[config.mk]
export PLATFORM = sky130hd
export DESIGN_NAME = pixeldriver_chain
export DESIGN_NICKNAME = d
export VERILOG_FILES = /design/src/rtl/pixeldriver_pkg.sv /design/src/rtl/tlc_clkgen.sv /design/src/rtl/pixeldriver_chain.sv
export SDC_FILE = /design/constraint.sdc
export NUM_CORES = 1
export LEC_CHECK = 0
export ABC_AREA = 1
export CORE_ASPECT_RATIO = 1.75
export CORE_MARGIN = 5
export CORE_UTILIZATION = 45
export CTS_CLUSTER_SIZE = 30
export DETAILED_ROUTE_END_ITERATION = 16
export PLACE_DENSITY = 0.75
export SYNTH_ARGS = -nofsm -noshare
export SYNTH_HDL_FRONTEND = slang
export SYNTH_SLANG_ARGS = --single-unit
[constraint.sdc]
create_clock -name clock -period 5.12 [get_ports clock]
set_clock_uncertainty 0.2 [all_clocks]
set_input_delay 1.024 -clock clock [delete_from_list [all_inputs] [get_ports clock]]
set_output_delay 1.024 -clock clock [all_outputs]
set_load 0.05 [all_outputs]
[src/rtl/pixeldriver_pkg.sv]
// Shared constants and FSM state type for the TLC5941 chain driver.
package pixeldriver_pkg;
   localparam int GS_BITS     = 12;
   localparam int DC_BITS     = 6;
   localparam int CH_PER_DEV  = 16;
   localparam int GS_PERIOD   = 4096;
   localparam int DC_DEV_BITS = CH_PER_DEV * DC_BITS;
   localparam int GS_DEV_BITS = CH_PER_DEV * GS_BITS;

   typedef enum logic [2:0] {RESET, DC_SHIFT, DC_LATCH, GS_SHIFT, GS_WAIT} state_t;
endpackage

[src/rtl/tlc_clkgen.sv]
// Free-running divider shared by SCLK/GSCLK, grayscale period counter and BLANK.
module tlc_clkgen import pixeldriver_pkg::*; #(
   parameter int CLK_DIV = 4
) (
   input  logic                       clock,
   input  logic                       reset_n,
   output logic [$clog2(CLK_DIV)-1:0] div_cnt,
   output logic                       tick,
   output logic                       gsclk,
   output logic                       blank
);
   localparam int DW = $clog2(CLK_DIV);
   localparam logic [DW-1:0] LAST = DW'(CLK_DIV - 1);
   localparam logic [DW-1:0] HALF = DW'(CLK_DIV / 2);

   logic [GS_BITS-1:0] gs_count;

   always_ff @(posedge clock) begin
      if (!reset_n) begin
         div_cnt  <= '0;
         gs_count <= '0;
         blank    <= 1'b1;
         gsclk    <= 1'b0;
      end else begin
         gsclk <= (div_cnt >= HALF);
         if (div_cnt == LAST) begin
            div_cnt  <= '0;
            gs_count <= gs_count + GS_BITS'(1);
            // blank tracks the count it is about to take
            blank    <= (gs_count == GS_BITS'(GS_PERIOD - 1));
         end else begin
            div_cnt <= div_cnt + DW'(1);
         end
      end
   end

   assign tick = (div_cnt == '0);
endmodule

[src/rtl/pixeldriver_chain.sv]
// TLC5941 chain driver: DC load at start-up/on request, then continuous GS frames
// streamed from a bit-addressed frame store, latched only inside BLANK.
module pixeldriver_chain import pixeldriver_pkg::*; #(
   parameter int CHAINS  = 12,
   parameter int DRIVERS = 1,
   parameter int CLK_DIV = 4
) (
   input  logic                                 clock,
   input  logic                                 reset_n,
   input  logic                                 dc_reload,
   output logic                                 rd_en,
   output logic                                 rd_dc,
   output logic [$clog2(DRIVERS*GS_DEV_BITS)-1:0] rd_addr,
   input  logic [CHAINS-1:0]                    rd_data,
   output logic                                 led_sclk,
   output logic [CHAINS-1:0]                    led_sin,
   output logic                                 led_mode,
   output logic                                 led_blank,
   output logic                                 led_xlat,
   output logic                                 led_gsclk,
   output logic                                 busy,
   output logic                                 frame_done
);
   localparam int AW = $clog2(DRIVERS * GS_DEV_BITS);
   localparam int DW = $clog2(CLK_DIV);
   localparam logic [AW-1:0] DC_LAST = AW'(DRIVERS * DC_DEV_BITS - 1);
   localparam logic [AW-1:0] GS_LAST = AW'(DRIVERS * GS_DEV_BITS - 1);
   localparam logic [DW-1:0] HALF    = DW'(CLK_DIV / 2);
   localparam logic [DW-1:0] LOAD    = DW'(1);

   state_t        state;
   logic [DW-1:0] div_cnt;
   logic          tick;
   logic          active, cur_pad, pad, last_sent, reload;
   logic          shifting;

   tlc_clkgen #(.CLK_DIV(CLK_DIV)) u_clkgen (
      .clock   (clock),
      .reset_n (reset_n),
      .div_cnt (div_cnt),
      .tick    (tick),
      .gsclk   (led_gsclk),
      .blank   (led_blank)
   );

   assign shifting = (state == DC_SHIFT) || (state == GS_SHIFT);
   assign rd_en    = shifting && tick && !pad && !last_sent;
   assign rd_dc    = led_mode;

   always_ff @(posedge clock) begin
      if (!reset_n) begin
         state      <= RESET;
         rd_addr    <= '0;
         active     <= 1'b0;
         cur_pad    <= 1'b0;
         pad        <= 1'b0;
         last_sent  <= 1'b0;
         reload     <= 1'b0;
         busy       <= 1'b0;
         led_sclk   <= 1'b0;
         led_sin    <= '0;
         led_mode   <= 1'b1;
         led_xlat   <= 1'b0;
         frame_done <= 1'b0;
      end else begin
         led_xlat   <= 1'b0;
         frame_done <= 1'b0;
         // SCLK lags the divider by a clock so SIN gets a full clock of setup
         led_sclk   <= active && (div_cnt >= HALF);
         if (active && div_cnt == LOAD) led_sin <= cur_pad ? '0 : rd_data;
         if (!active && div_cnt == LOAD) busy <= 1'b0;
         if (dc_reload) reload <= 1'b1;

         case (state)
            RESET: begin
               state     <= DC_SHIFT;
               led_mode  <= 1'b1;
               rd_addr   <= '0;
               last_sent <= 1'b0;
               pad       <= 1'b0;
               reload    <= dc_reload;
            end
            DC_SHIFT, GS_SHIFT: if (tick) begin
               if (pad) begin
                  active  <= 1'b1;
                  busy    <= 1'b1;
                  cur_pad <= 1'b1;
                  pad     <= 1'b0;
               end else if (!last_sent) begin
                  active  <= 1'b1;
                  busy    <= 1'b1;
                  cur_pad <= 1'b0;
                  if (rd_addr == (led_mode ? DC_LAST : GS_LAST)) last_sent <= 1'b1;
                  else rd_addr <= rd_addr + AW'(1);
               end else begin
                  active <= 1'b0;
                  state  <= (state == DC_SHIFT) ? DC_LATCH : GS_WAIT;
               end
            end
            DC_LATCH: begin
               if (led_xlat) begin
                  led_mode  <= 1'b0;
                  state     <= GS_SHIFT;
                  pad       <= 1'b1;
                  rd_addr   <= '0;
                  last_sent <= 1'b0;
               end else if (tick && led_blank) begin
                  led_xlat <= 1'b1;
               end
            end
            GS_WAIT: begin
               if (led_xlat) begin
                  rd_addr   <= '0;
                  last_sent <= 1'b0;
                  if (reload) begin
                     state    <= DC_SHIFT;
                     led_mode <= 1'b1;
                     reload   <= dc_reload;
                  end else begin
                     state <= GS_SHIFT;
                  end
               end else if (tick && led_blank) begin
                  led_xlat   <= 1'b1;
                  frame_done <= 1'b1;
               end
            end
            default: state <= RESET;
         endcase
      end
   end
endmodule

==> flow_metrics.env <==
export IMPL_synth_top_family_by_area="simple AND/OR/NAND/NOR gates"
export IMPL_place_inst=394
export IMPL_post_cts_resize_count=0
export IMPL_cts_htree_levels=2
export IMPL_worst_path_max_delay_cell="clkdlybuf4s50_1"
export IMPL_worst_slew_pin_slew_ns=1.03
export IMPL_wl_mm=5.10
export IMPL_synth_edf_count=0
export IMPL_stdcell_count=402
export IMPL_cts_tree="built"
export IMPL_start_util_pct=46.2
export IMPL_worstSetupPathType="flop to output pin"
export IMPL_final_common_cell="nand2_1"
export IMPL_grt_pass1_vias=1952
export IMPL_die_h_um=105
export IMPL_ys_flop_type="dfxtp_1"
export IMPL_setup_viol=0
export IMPL_worstPathCellList="inv_2, nor2_4, nand2_1, nor3_1, clkdlybuf4s50_1"
export IMPL_synth_compound_area_share_pct=10.7
export IMPL_p_per_area_nw_per_um2=390
export IMPL_dr_first_iter_drc_count=95
export IMPL_cellLeakagePower_nw=1.10
export IMPL_drtPass1Iterations=4
export IMPL_fin_tns_setup_ns=0
export IMPL_start_kind="flop"
export IMPL_cts_buffer_depth=2
export IMPL_fmax_ghz=0.294
export IMPL_grt_usage_pct=15.5
export IMPL_cts_hold_buf=0
export IMPL_synth_fa_ha_area_share_pct=3.27
export IMPL_vdd_ir_drop_worst_uv=303
export IMPL_ys_warn_count=0
export IMPL_cp_required_ns=3.90
export IMPL_synth_area_um2=2300
export IMPL_cts_setup_buffers=0
export IMPL_synthSimpleGateAreaFrac_pct=34.4
export IMPL_worstRegToRegCells=8
export IMPL_ioPinCount=44
export IMPL_vias=2073
export IMPL_antenna_found_initial=0
export IMPL_hpwl_mm=3.76
export IMPL_hp_class="flop to flop"
export IMPL_areaGrowthSynthToFinish_pct=23.6
export IMPL_globalRouteOverflowTotal=0
export IMPL_rrSetupSlack_ns=3.22
export IMPL_synthArstFlopShare_pct=0
export IMPL_hold_depth=2
export IMPL_syn_avg_cell_area_um2=7.51
export IMPL_slew_headroom_pct=31.0
export IMPL_synth_nets=327
export IMPL_dieArea_um2=6690
export IMPL_cp_data_arrival_time_ns=2.18
export IMPL_worst_hold_path_endpoint="u_clkgen.gs_count[9]"
export IMPL_critical_path_max_stage_delay_ns=0.84
export IMPL_clkLatencyLatePin_ns=0.31
export IMPL_remaining_drc_errors=0
export IMPL_fin_nets=368
export IMPL_routedWlPerCell_um=12.7
export IMPL_period_share_pct=66.4
export IMPL_port_buffers=43
export IMPL_hold_start="u_clkgen.gs_count[9]"
export IMPL_synthCells=306
export IMPL_ys_seq_elements=49
export IMPL_yosysSeqAreaShare_pct=42.7
export IMPL_cts_root_buffer="clkbuf_8"
export IMPL_rsz0062_at_grt="false"
export IMPL_grt_pass1_wl_mm=8.49
export IMPL_rows=34
export IMPL_layout_min_cycle_time_ns=3.40
export IMPL_cts_sinks=49
export IMPL_cap_violations=0
export IMPL_cts_buffers=5
export IMPL_rr_endpoint="rd_addr[4]"
export IMPL_antenna_left=0
export IMPL_worstPathMaxFanout=7
export IMPL_synth_mux_area_share_pct=0
export IMPL_clk_pin_slew_ns=0.08
export IMPL_drv_slew=0
export IMPL_synth_xor_area_share_pct=1.91
export IMPL_grt_max_degree=32
export IMPL_fp_coreArea_um2=4980
export IMPL_final_hold_violation_count=0
export IMPL_reg2reg_from="rd_addr[0]"
export IMPL_final_cell_mix="57 x nand2_1, 49 x dfxtp_1, 43 x clkdlybuf4s50_1"
export IMPL_vias_per_cell=5.16
export IMPL_layout_drive_gt1_share_pct=9.48
export IMPL_outcome="complete, no violations"
export IMPL_power_total_mw=1.11
export IMPL_diodes=0
export IMPL_end_kind="output pin"
export IMPL_gp_congestion=0.924
export IMPL_synth_cell_types=31
export IMPL_die_w_um=64.0
flip-flops by register name (all words and copies together), names as in the netlist, 2 cells and up:
register	count
u_clkgen.gs_count	12
rd_addr	8
u_clkgen.div_cnt	2
led_sin	12
state	3
critical path, delay by kind of cell (launching register included):
kind	cells	cell delay [ns]
buffers and inverters	2	0.96
AND/OR/NAND/NOR	3	0.46
flip-flops	1	0.45
kinds of logic after synthesis:
logic type	after synthesis
AO/OA/AOI/OAI	44
XOR/XNOR	5
adder cells (fa/ha/maj)	6
buffers and inverters	42
flip-flops	49
AND/OR/NAND/NOR	160
metal layers:
layer	global-route usage (%)	vias up	part of all wire, %
li1	-	1078	-
met1	16.3	946	40
met2	28.8	37	55
met3	3.33	12	3.2
met4	5.65	0	2.0
met5	0	-	0
worst max-delay path by stage:
stage | cells past startpoint | to | start
CTS | 5 | rd_en | state[0]
global placement | 3 | u_clkgen.gs_count[5] | reset_n
finish | 5 | rd_en | state[0]
floorplan | 4 | rd_en | state[0]
global route | 5 | rd_en | state[0]
detailed placement | 3 | u_clkgen.gs_count[5] | reset_n
stage by stage:
| step | hold slack, ns | worst slack (ns) | area [um^2] | util, % |
|---|---|---|---|---|
| 2_1_floorplan | 0.238 | 2.09 | 2300 | - |
| 3_3_place_gp | 0.249 | 1.87 | 2760 | 55.4 |
| 3_5_place_dp | 0.257 | 1.80 | 2760 | 55.4 |
| 4_1_cts | 0.270 | 1.73 | 2840 | 57.1 |
| 5_1_grt | 0.289 | 1.65 | 2840 | 57.1 |
| 6_report | 0.269 | 1.72 | 2840 | 57.1 |
layout make-up:
type / instances / area (um^2)
timing repair buffer: 43 / 430
multi-input combinational: 215 / 1150
tap: 54 / 67.6
sequential: 49 / 981
clock buffer: 7 / 76.3
fill: 479 / 2140
inverter: 33 / 124
clock inverter: 1 / 7.51
synthesized netlist by cell type, drive strengths merged (3+ instances only):
library cell | number | share of area [%]
nor3 | 7 | 1.7
nand3 | 40 | 10
ha | 6 | 3.3
dfxtp | 49 | 43
xor2 | 3 | 1.1
nor2 | 35 | 7.1
o21ai | 10 | 2.3
nand2 | 67 | 12
nand4 | 6 | 1.6
inv | 33 | 5.4
clkbuf | 7 | 1.1
a21oi | 30 | 7.0
where the power goes:
group,internal (mW),switching (mW),total (mW)
Clock,0.0969,0.128,0.225
Sequential,0.418,0.0412,0.459
Combinational,0.138,0.286,0.424
Note: power is estimated with default switching activity, not from simulation.
